[src/rtl/acc_arb_if.sv]
// -----------------------------------------------------------------------------
// acc_arb_if
// Bundles every signal of the two-requester burst arbiter except clk/reset_n.
//
// Requester side : req_i, len0_i/len1_i, data0_i/data1_i, dvalid_i (in),
//                  dready_o, done_o, result_o, err_o, busy_o (out)
// Accumulator side: acc_reset_n_o, acc_number_o, acc_valid_o, acc_run_o (out),
//                  acc_valid_i, acc_result_i (in)
//
// Modports:
//   slave  - the arbiter's view (acc_arb uses this one)
//   master - the environment's view (requesters + accumulator)
// -----------------------------------------------------------------------------
interface acc_arb_if #(
    parameter int IN_DATA_WIDTH = 8,
    parameter int DWIDTH        = 16,
    parameter int LEN_WIDTH     = 8
);
    logic [1:0]               req_i;
    logic [LEN_WIDTH-1:0]     len0_i;
    logic [LEN_WIDTH-1:0]     len1_i;
    logic [IN_DATA_WIDTH-1:0] data0_i;
    logic [IN_DATA_WIDTH-1:0] data1_i;
    logic [1:0]               dvalid_i;
    logic [1:0]               dready_o;
    logic [1:0]               done_o;
    logic [DWIDTH-1:0]        result_o;
    logic                     err_o;
    logic                     busy_o;
    logic                     acc_reset_n_o;
    logic [IN_DATA_WIDTH-1:0] acc_number_o;
    logic                     acc_valid_o;
    logic                     acc_run_o;
    logic                     acc_valid_i;
    logic [DWIDTH-1:0]        acc_result_i;

    modport slave (
        input  req_i, len0_i, len1_i, data0_i, data1_i, dvalid_i,
        input  acc_valid_i, acc_result_i,
        output dready_o, done_o, result_o, err_o, busy_o,
        output acc_reset_n_o, acc_number_o, acc_valid_o, acc_run_o
    );

    modport master (
        output req_i, len0_i, len1_i, data0_i, data1_i, dvalid_i,
        output acc_valid_i, acc_result_i,
        input  dready_o, done_o, result_o, err_o, busy_o,
        input  acc_reset_n_o, acc_number_o, acc_valid_o, acc_run_o
    );
endinterface

[src/rtl/acc_arb.sv]
// -----------------------------------------------------------------------------
// acc_arb
// Round-robin arbiter that grants one of two requesters a burst on a shared
// accumulator. A granted burst clears the accumulator, streams len samples
// into it, waits for one acc_valid_i per sample and reports the captured sum
// with a one-cycle done pulse. A burst whose results stop arriving is closed
// after TIMEOUT cycles of waiting with err_o set.
//
// Ports:
//   clk      - rising-edge clock
//   reset_n  - synchronous active-low reset
//   bus      - acc_arb_if.slave: requester handshake and accumulator control
// -----------------------------------------------------------------------------
module acc_arb #(
    parameter int IN_DATA_WIDTH = 8,
    parameter int DWIDTH        = 16,
    parameter int LEN_WIDTH     = 8,
    parameter int TIMEOUT       = 16
) (
    input  logic     clk,
    input  logic     reset_n,
    acc_arb_if.slave bus
);

    localparam int TW = (TIMEOUT > 1) ? $clog2(TIMEOUT) : 1;

    typedef enum logic [2:0] {
        ST_IDLE,
        ST_CLEAR,
        ST_STREAM,
        ST_DRAIN,
        ST_DONE
    } state_t;

    state_t                 state_q,  state_d;
    logic                   gnt_q,    gnt_d;     // granted requester index
    logic                   ptr_q,    ptr_d;     // last granted requester
    logic [LEN_WIDTH-1:0]   len_q,    len_d;
    logic [LEN_WIDTH-1:0]   sent_q,   sent_d;
    logic [LEN_WIDTH-1:0]   recv_q,   recv_d;
    logic [TW-1:0]          tmr_q,    tmr_d;
    logic [1:0]             done_q,   done_d;
    logic [DWIDTH-1:0]      result_q, result_d;
    logic                   err_q,    err_d;
    logic                   busy_q,   busy_d;

    logic                     pick;
    logic [LEN_WIDTH-1:0]     pick_len;
    logic                     in_stream;
    logic                     in_drain;
    logic                     g_valid;
    logic [IN_DATA_WIDTH-1:0] g_data;
    logic                     xfer;
    logic                     rx;
    logic                     last_sent;
    logic                     last_recv;
    logic                     timeout_hit;

    // Arbitration: a lone request wins outright; on a tie the requester that
    // was not served last wins. ptr resets to 1 so requester 0 wins first.
    always_comb begin
        pick = bus.req_i[1];
        if (bus.req_i == 2'b11) begin
            pick = ~ptr_q;
        end
        pick_len = pick ? bus.len1_i : bus.len0_i;
    end

    assign in_stream   = (state_q == ST_STREAM);
    assign in_drain    = (state_q == ST_DRAIN);
    assign g_valid     = gnt_q ? bus.dvalid_i[1] : bus.dvalid_i[0];
    assign g_data      = gnt_q ? bus.data1_i : bus.data0_i;
    assign xfer        = in_stream & g_valid;
    assign rx          = (in_stream | in_drain) & bus.acc_valid_i;

    // len_q is never zero outside IDLE/DONE, so len_q-1 cannot wrap and a
    // length of all-ones completes with the counters topping out at len-1.
    assign last_sent   = xfer & (sent_q == len_q - LEN_WIDTH'(1));
    assign last_recv   = rx & (recv_q == len_q - LEN_WIDTH'(1));
    assign timeout_hit = in_drain & (tmr_q == TW'(TIMEOUT - 1));

    always_comb begin
        state_d  = state_q;
        gnt_d    = gnt_q;
        ptr_d    = ptr_q;
        len_d    = len_q;
        sent_d   = sent_q;
        recv_d   = recv_q;
        tmr_d    = tmr_q;
        result_d = result_q;
        err_d    = err_q;

        case (state_q)
            ST_IDLE: begin
                if (|bus.req_i) begin
                    gnt_d  = pick;
                    len_d  = pick_len;
                    sent_d = '0;
                    recv_d = '0;
                    tmr_d  = '0;
                    if (pick_len == '0) begin
                        // Empty burst: report an empty sum without touching
                        // the accumulator.
                        state_d  = ST_DONE;
                        result_d = '0;
                        err_d    = 1'b0;
                    end else begin
                        state_d = ST_CLEAR;
                    end
                end
            end

            ST_CLEAR: begin
                state_d = ST_STREAM;
            end

            ST_STREAM: begin
                if (xfer) begin
                    sent_d = sent_q + LEN_WIDTH'(1);
                end
                if (rx) begin
                    recv_d = recv_q + LEN_WIDTH'(1);
                end
                // A same-cycle final result outranks moving on to DRAIN.
                if (last_recv) begin
                    state_d  = ST_DONE;
                    result_d = bus.acc_result_i;
                    err_d    = 1'b0;
                end else if (last_sent) begin
                    state_d = ST_DRAIN;
                    tmr_d   = '0;
                end
            end

            ST_DRAIN: begin
                tmr_d = tmr_q + TW'(1);
                if (rx) begin
                    recv_d = recv_q + LEN_WIDTH'(1);
                end
                if (last_recv) begin
                    state_d  = ST_DONE;
                    result_d = bus.acc_result_i;
                    err_d    = 1'b0;
                end else if (timeout_hit) begin
                    state_d  = ST_DONE;
                    result_d = bus.acc_result_i;
                    err_d    = 1'b1;
                end
            end

            ST_DONE: begin
                ptr_d   = gnt_q;
                state_d = ST_IDLE;
            end

            default: begin
                state_d = ST_IDLE;
            end
        endcase

        // done_o and busy_o are registered copies of the next state so they
        // line up exactly with the DONE / non-IDLE cycles.
        done_d = (state_d == ST_DONE) ? {gnt_d, ~gnt_d} : 2'b00;
        busy_d = (state_d != ST_IDLE);
    end

    always_ff @(posedge clk) begin
        if (!reset_n) begin
            state_q  <= ST_IDLE;
            gnt_q    <= 1'b0;
            ptr_q    <= 1'b1;
            len_q    <= '0;
            sent_q   <= '0;
            recv_q   <= '0;
            tmr_q    <= '0;
            done_q   <= 2'b00;
            result_q <= '0;
            err_q    <= 1'b0;
            busy_q   <= 1'b0;
        end else begin
            state_q  <= state_d;
            gnt_q    <= gnt_d;
            ptr_q    <= ptr_d;
            len_q    <= len_d;
            sent_q   <= sent_d;
            recv_q   <= recv_d;
            tmr_q    <= tmr_d;
            done_q   <= done_d;
            result_q <= result_d;
            err_q    <= err_d;
            busy_q   <= busy_d;
        end
    end

    // Sample path is combinational so a requester sees ready in the same
    // cycle it presents data; only the granted requester ever sees ready.
    assign bus.dready_o      = in_stream ? {gnt_q, ~gnt_q} : 2'b00;
    assign bus.acc_valid_o   = xfer;
    assign bus.acc_number_o  = xfer ? g_data : '0;
    assign bus.acc_run_o     = in_stream | in_drain;
    assign bus.acc_reset_n_o = reset_n & (state_q != ST_CLEAR);

    assign bus.done_o        = done_q;
    assign bus.result_o      = result_q;
    assign bus.err_o         = err_q;
    assign bus.busy_o        = busy_q;

endmodule

[src/flat_wrapper.sv]
// flat-port wrapper written by rule: the top's interface ports become plain ports
module acc_arb_flat 
#(
    parameter int IN_DATA_WIDTH = 8,
    parameter int DWIDTH        = 16,
    parameter int LEN_WIDTH     = 8,
    parameter int TIMEOUT       = 16
)
  (clk, reset_n, bus_req_i, bus_len0_i, bus_len1_i, bus_data0_i, bus_data1_i, bus_dvalid_i, bus_acc_valid_i, bus_acc_result_i, bus_dready_o, bus_done_o, bus_result_o, bus_err_o, bus_busy_o, bus_acc_reset_n_o, bus_acc_number_o, bus_acc_valid_o, bus_acc_run_o);
  acc_arb_if #(.IN_DATA_WIDTH(IN_DATA_WIDTH), .DWIDTH(DWIDTH), .LEN_WIDTH(LEN_WIDTH)) bus_i ();
  input  logic clk;
  input  logic reset_n;
  input wire logic [$bits(bus_i.req_i)-1:0] bus_req_i;
  input wire logic [$bits(bus_i.len0_i)-1:0] bus_len0_i;
  input wire logic [$bits(bus_i.len1_i)-1:0] bus_len1_i;
  input wire logic [$bits(bus_i.data0_i)-1:0] bus_data0_i;
  input wire logic [$bits(bus_i.data1_i)-1:0] bus_data1_i;
  input wire logic [$bits(bus_i.dvalid_i)-1:0] bus_dvalid_i;
  input wire logic [$bits(bus_i.acc_valid_i)-1:0] bus_acc_valid_i;
  input wire logic [$bits(bus_i.acc_result_i)-1:0] bus_acc_result_i;
  output wire logic [$bits(bus_i.dready_o)-1:0] bus_dready_o;
  output wire logic [$bits(bus_i.done_o)-1:0] bus_done_o;
  output wire logic [$bits(bus_i.result_o)-1:0] bus_result_o;
  output wire logic [$bits(bus_i.err_o)-1:0] bus_err_o;
  output wire logic [$bits(bus_i.busy_o)-1:0] bus_busy_o;
  output wire logic [$bits(bus_i.acc_reset_n_o)-1:0] bus_acc_reset_n_o;
  output wire logic [$bits(bus_i.acc_number_o)-1:0] bus_acc_number_o;
  output wire logic [$bits(bus_i.acc_valid_o)-1:0] bus_acc_valid_o;
  output wire logic [$bits(bus_i.acc_run_o)-1:0] bus_acc_run_o;
  assign bus_i.req_i = bus_req_i;
  assign bus_i.len0_i = bus_len0_i;
  assign bus_i.len1_i = bus_len1_i;
  assign bus_i.data0_i = bus_data0_i;
  assign bus_i.data1_i = bus_data1_i;
  assign bus_i.dvalid_i = bus_dvalid_i;
  assign bus_i.acc_valid_i = bus_acc_valid_i;
  assign bus_i.acc_result_i = bus_acc_result_i;
  assign bus_dready_o = bus_i.dready_o;
  assign bus_done_o = bus_i.done_o;
  assign bus_result_o = bus_i.result_o;
  assign bus_err_o = bus_i.err_o;
  assign bus_busy_o = bus_i.busy_o;
  assign bus_acc_reset_n_o = bus_i.acc_reset_n_o;
  assign bus_acc_number_o = bus_i.acc_number_o;
  assign bus_acc_valid_o = bus_i.acc_valid_o;
  assign bus_acc_run_o = bus_i.acc_run_o;
  acc_arb #(.IN_DATA_WIDTH(IN_DATA_WIDTH), .DWIDTH(DWIDTH), .LEN_WIDTH(LEN_WIDTH), .TIMEOUT(TIMEOUT)) u_core (.clk(clk), .reset_n(reset_n), .bus(bus_i));
endmodule
[config.mk]
export PLATFORM = sky130hd
export DESIGN_NAME = acc_arb_flat
export DESIGN_NICKNAME = d
export VERILOG_FILES = /design/src/rtl/acc_arb_if.sv /design/src/rtl/acc_arb.sv /design/src/flat_wrapper.sv
export SDC_FILE = /design/constraint.sdc
export NUM_CORES = 1
export LEC_CHECK = 0
export ABC_AREA = 1
export BUFFER_PORTS_ARGS = -buffer_cell sky130_fd_sc_hd__buf_2
export CAP_MARGIN = 20
export CORE_MARGIN = 5
export CORE_UTILIZATION = 56
export DETAILED_ROUTE_END_ITERATION = 10
export PLACE_DENSITY = 0.85
export SKIP_LAST_GASP = 1
export SYNTH_ARGS = -nofsm -noshare
export SYNTH_HDL_FRONTEND = slang
export SYNTH_SLANG_ARGS = --single-unit
[constraint.sdc]
create_clock -name clk -period 3.2 [get_ports clk]
set_input_delay 0.64 -clock clk [delete_from_list [all_inputs] [get_ports clk]]
set_output_delay 0.64 -clock clk [all_outputs]
set_load 0.02 [all_outputs]
==> reports/qor.yml <==
irDropWorstVdd_uv: 302
antenna_found_initial: 0
yosysMostFrequentCell: "nand2_1"
crit_path_start_kind: "flip-flop"
drtIter0Drc: 157
hold_viol_final: 0
synth_top_area_share_pct: 34.8
slew_headroom_pct: 40.8
maxCapViolCount: 0
ys_top_cells_by_area: "dfxtp_1 35%, nand2_1 18%, nor2_1 7.5%"
grt_pass1_wl_um: 13400
avgSynthCellArea_um2: 6.41
cts_hold_buf: 0
nFillCells: 467
hold_ws_ns: 0.485
crit_type: "reg -> reg"
synth-simple-area-share_pct: 44.4
yosysWarnings: 0
clockRootBuffer: "clkbuf_8"
routed_wirelength_um: 7830
synth_top_family_by_area: "simple AND/OR/NAND/NOR gates"
clk_pin_slew_ns: 0.09
maxSlewViolCount: 0
ys_ff_latch: 53
antenna_left: 0
finish.instance_area_mm2: 0.00363
critical_path_peak_fanout: 34
synth_edf_count: 0
grt_max_degree: 35
cts_buffers: 5
syn_nets: 535
dieArea_mm2: 0.00703
wl_per_cell_um: 12.4
clkLatencyLatePin_ns: 0.31
power_uw: 1810
ys_async_sr_fraction_pct: 0
viasPerCell: 5.13
cts_resized: 0
std_cell_rows: 26
cts_buffer_depth: 2
first_pass_iters: 4
ys_types: 34
p_sw_uw: 620
outcome: "finished, final reports clean"
cts_tree: "done"
n_antenna_cell: 0
grt-ovfl-total: 0
swShare_pct: 34.3
hp-class: "reg -> reg"
yosysSeqAreaShare_pct: 34.8
core_mm2: 0.00520
max_freq_mhz: 386
htreeDepth: 2
post_cts_buffers: 0
setup.worst_path.end_class: "flip-flop"
track_usage_pct: 22.6
gp_congestion: 0.879
syn_to_final_growth_pct: 19.1
ios: 88
synth_compound_area_share_pct: 8.36
syn_inst: 476
clock_skew_ns: 0.00410
period_minus_slack_ns: 2.59
synth_area_mm2: 0.00305
p_leak_uw: 0.00177
pwr-share-comb_pct: 30.5
muxShareOfSynthArea_pct: 0
setup_viol: 0
synthAdderAreaFrac_pct: 1.64
grt_pass1_vias: 3129
layout.nets: 617
vias: 3226
synth_top_flop_cell: "dfxtp_1"
fin_util_pct: 69.8
required_ns: 3.41
cp.arrival_ns: 2.80
hpwl_um: 6020
rsz0062_at_grt: "false"
p_per_area_mw_per_mm2: 498
worst_slew_pin_slew_ns: 0.885
internal-power_uw: 1190
die_x_um: 83.8
cts_sinks: 53
synth_top_cell_by_area: "dfxtp_1"
ys_top_cells_by_count: "149 x nand2_1, 61 x nor2_1, 53 x dfxtp_1"
seq_power_share_pct: 40.4
finalCritPeriodShare_pct: 81.0
fin_setup_tns_ns: 0
clkPwrFrac_pct: 29.1
placed_area_mm2: 0.00350
start_util_pct: 58.7
drc: 0
drive_gt1_share_pct: 24.5
portBuffers: 87
chipHeight_um: 83.8
synth_xor_xnor_area_share_pct: 1.72
## per-stage QoR
| step | setup slack (ns) | cells |
|---|---|---|
| floorplan | 1.17 | 476 |
| global placement | 0.545 | 621 |
| detailed placement | 0.430 | 621 |
| CTS | 0.648 | 629 |
| global route | 0.379 | 629 |
| finish | 0.607 | 629 |
## cell families after synthesis
logic type,Yosys count
AND/OR/NAND/NOR,305
flip-flops,53
XOR/XNOR,6
buffers and inverters,64
AO/OA/AOI/OAI,44
adder cells (fa/ha/maj),4
## worst max-delay path, stage by stage, from the launching register on
cell and delay [ns]:
dfxtp_1 0.38, inv_2 0.18, ha_1 0.36, inv_1 0.07
nand2_1 0.10, nand2_1 0.08, nand2_1 0.06, nand2_1 0.04
nor2_1 0.16, nand3_1 0.11, nor2_2 0.10, nand2_2 0.09
nand2_1 0.11, inv_2 0.06, o21ai_4 0.32, nand2_1 0.12
nand2_1 0.10, nor2_1 0.04
## metal layers
| layer | vias to the layer above | global-route usage [%] | wire length, um |
|---|---|---|---|
| li1 | 1667 | - | - |
| met1 | 1402 | 26.2 | 3340 |
| met2 | 138 | 39.3 | 3620 |
| met3 | 19 | 6.81 | 722 |
| met4 | 0 | 7.75 | 144 |
| met5 | - | 0 | 0 |
## layout by cell type (no fill, tap or decap), drive strengths merged, types with 4 or more instances in the layout
master,instances
a21oi,21
buf,89
clkbuf,5
dfxtp,53
ha,4
inv,49
nand2,159
nand3,42
nand4,7
nor2,78
nor3,9
nor3b,4
o21ai,16
o22ai,4
xor2,4
## registers in the layout, indices dropped and copies added (netlist names)
| signal | count |
|---|---|
| u_core.bus.result_o | 16 |
| u_core.len_q | 8 |
| u_core.recv_q | 8 |
| u_core.sent_q | 8 |
| u_core.tmr_q | 4 |
| u_core.state_q | 3 |
| u_core.bus.done_o | 2 |
| u_core.bus.busy_o | 1 |
| u_core.bus.err_o | 1 |
| u_core.gnt_q | 1 |
| u_core.ptr_q | 1 |
## final cells by class
| class | instances | area [um2] | area share (%) |
|---|---|---|---|
| tap | 70 | 87.6 | 2.41 |
| timing repair buffer | 89 | 450 | 12.4 |
| inverter | 50 | 188 | 5.16 |
| multi-input combinational | 359 | 1710 | 47.2 |
| clock buffer | 5 | 68.8 | 1.89 |
| clock inverter | 3 | 65.1 | 1.79 |
| sequential | 53 | 1060 | 29.2 |
## power by group through the flow
| stage | Combinational (uW) | Clock, uW | Sequential [uW] |
|---|---|---|---|
| after floorplan | 411 | 0 | 738 |
| after global placement | 527 | 0 | 743 |
| after detailed placement | 541 | 0 | 744 |
| after CTS | 549 | 538 | 730 |
| after global routing | 621 | 566 | 737 |
| final | 551 | 527 | 731 |
## worst paths after layout
path	start	to	slack, ns	depth (start not counted)
worst max-delay path	u_core.len_q[0]	u_core.bus.result_o[7]	0.61	17
worst min-delay path	u_core.state_q[2]	u_core.bus.busy_o	0.48	1
worst max register to register	u_core.len_q[0]	u_core.bus.result_o[7]	0.61	17
worst min register to register	u_core.state_q[2]	u_core.bus.busy_o	0.48	1
No activity file was read; power rests on OpenSTA's default activity.
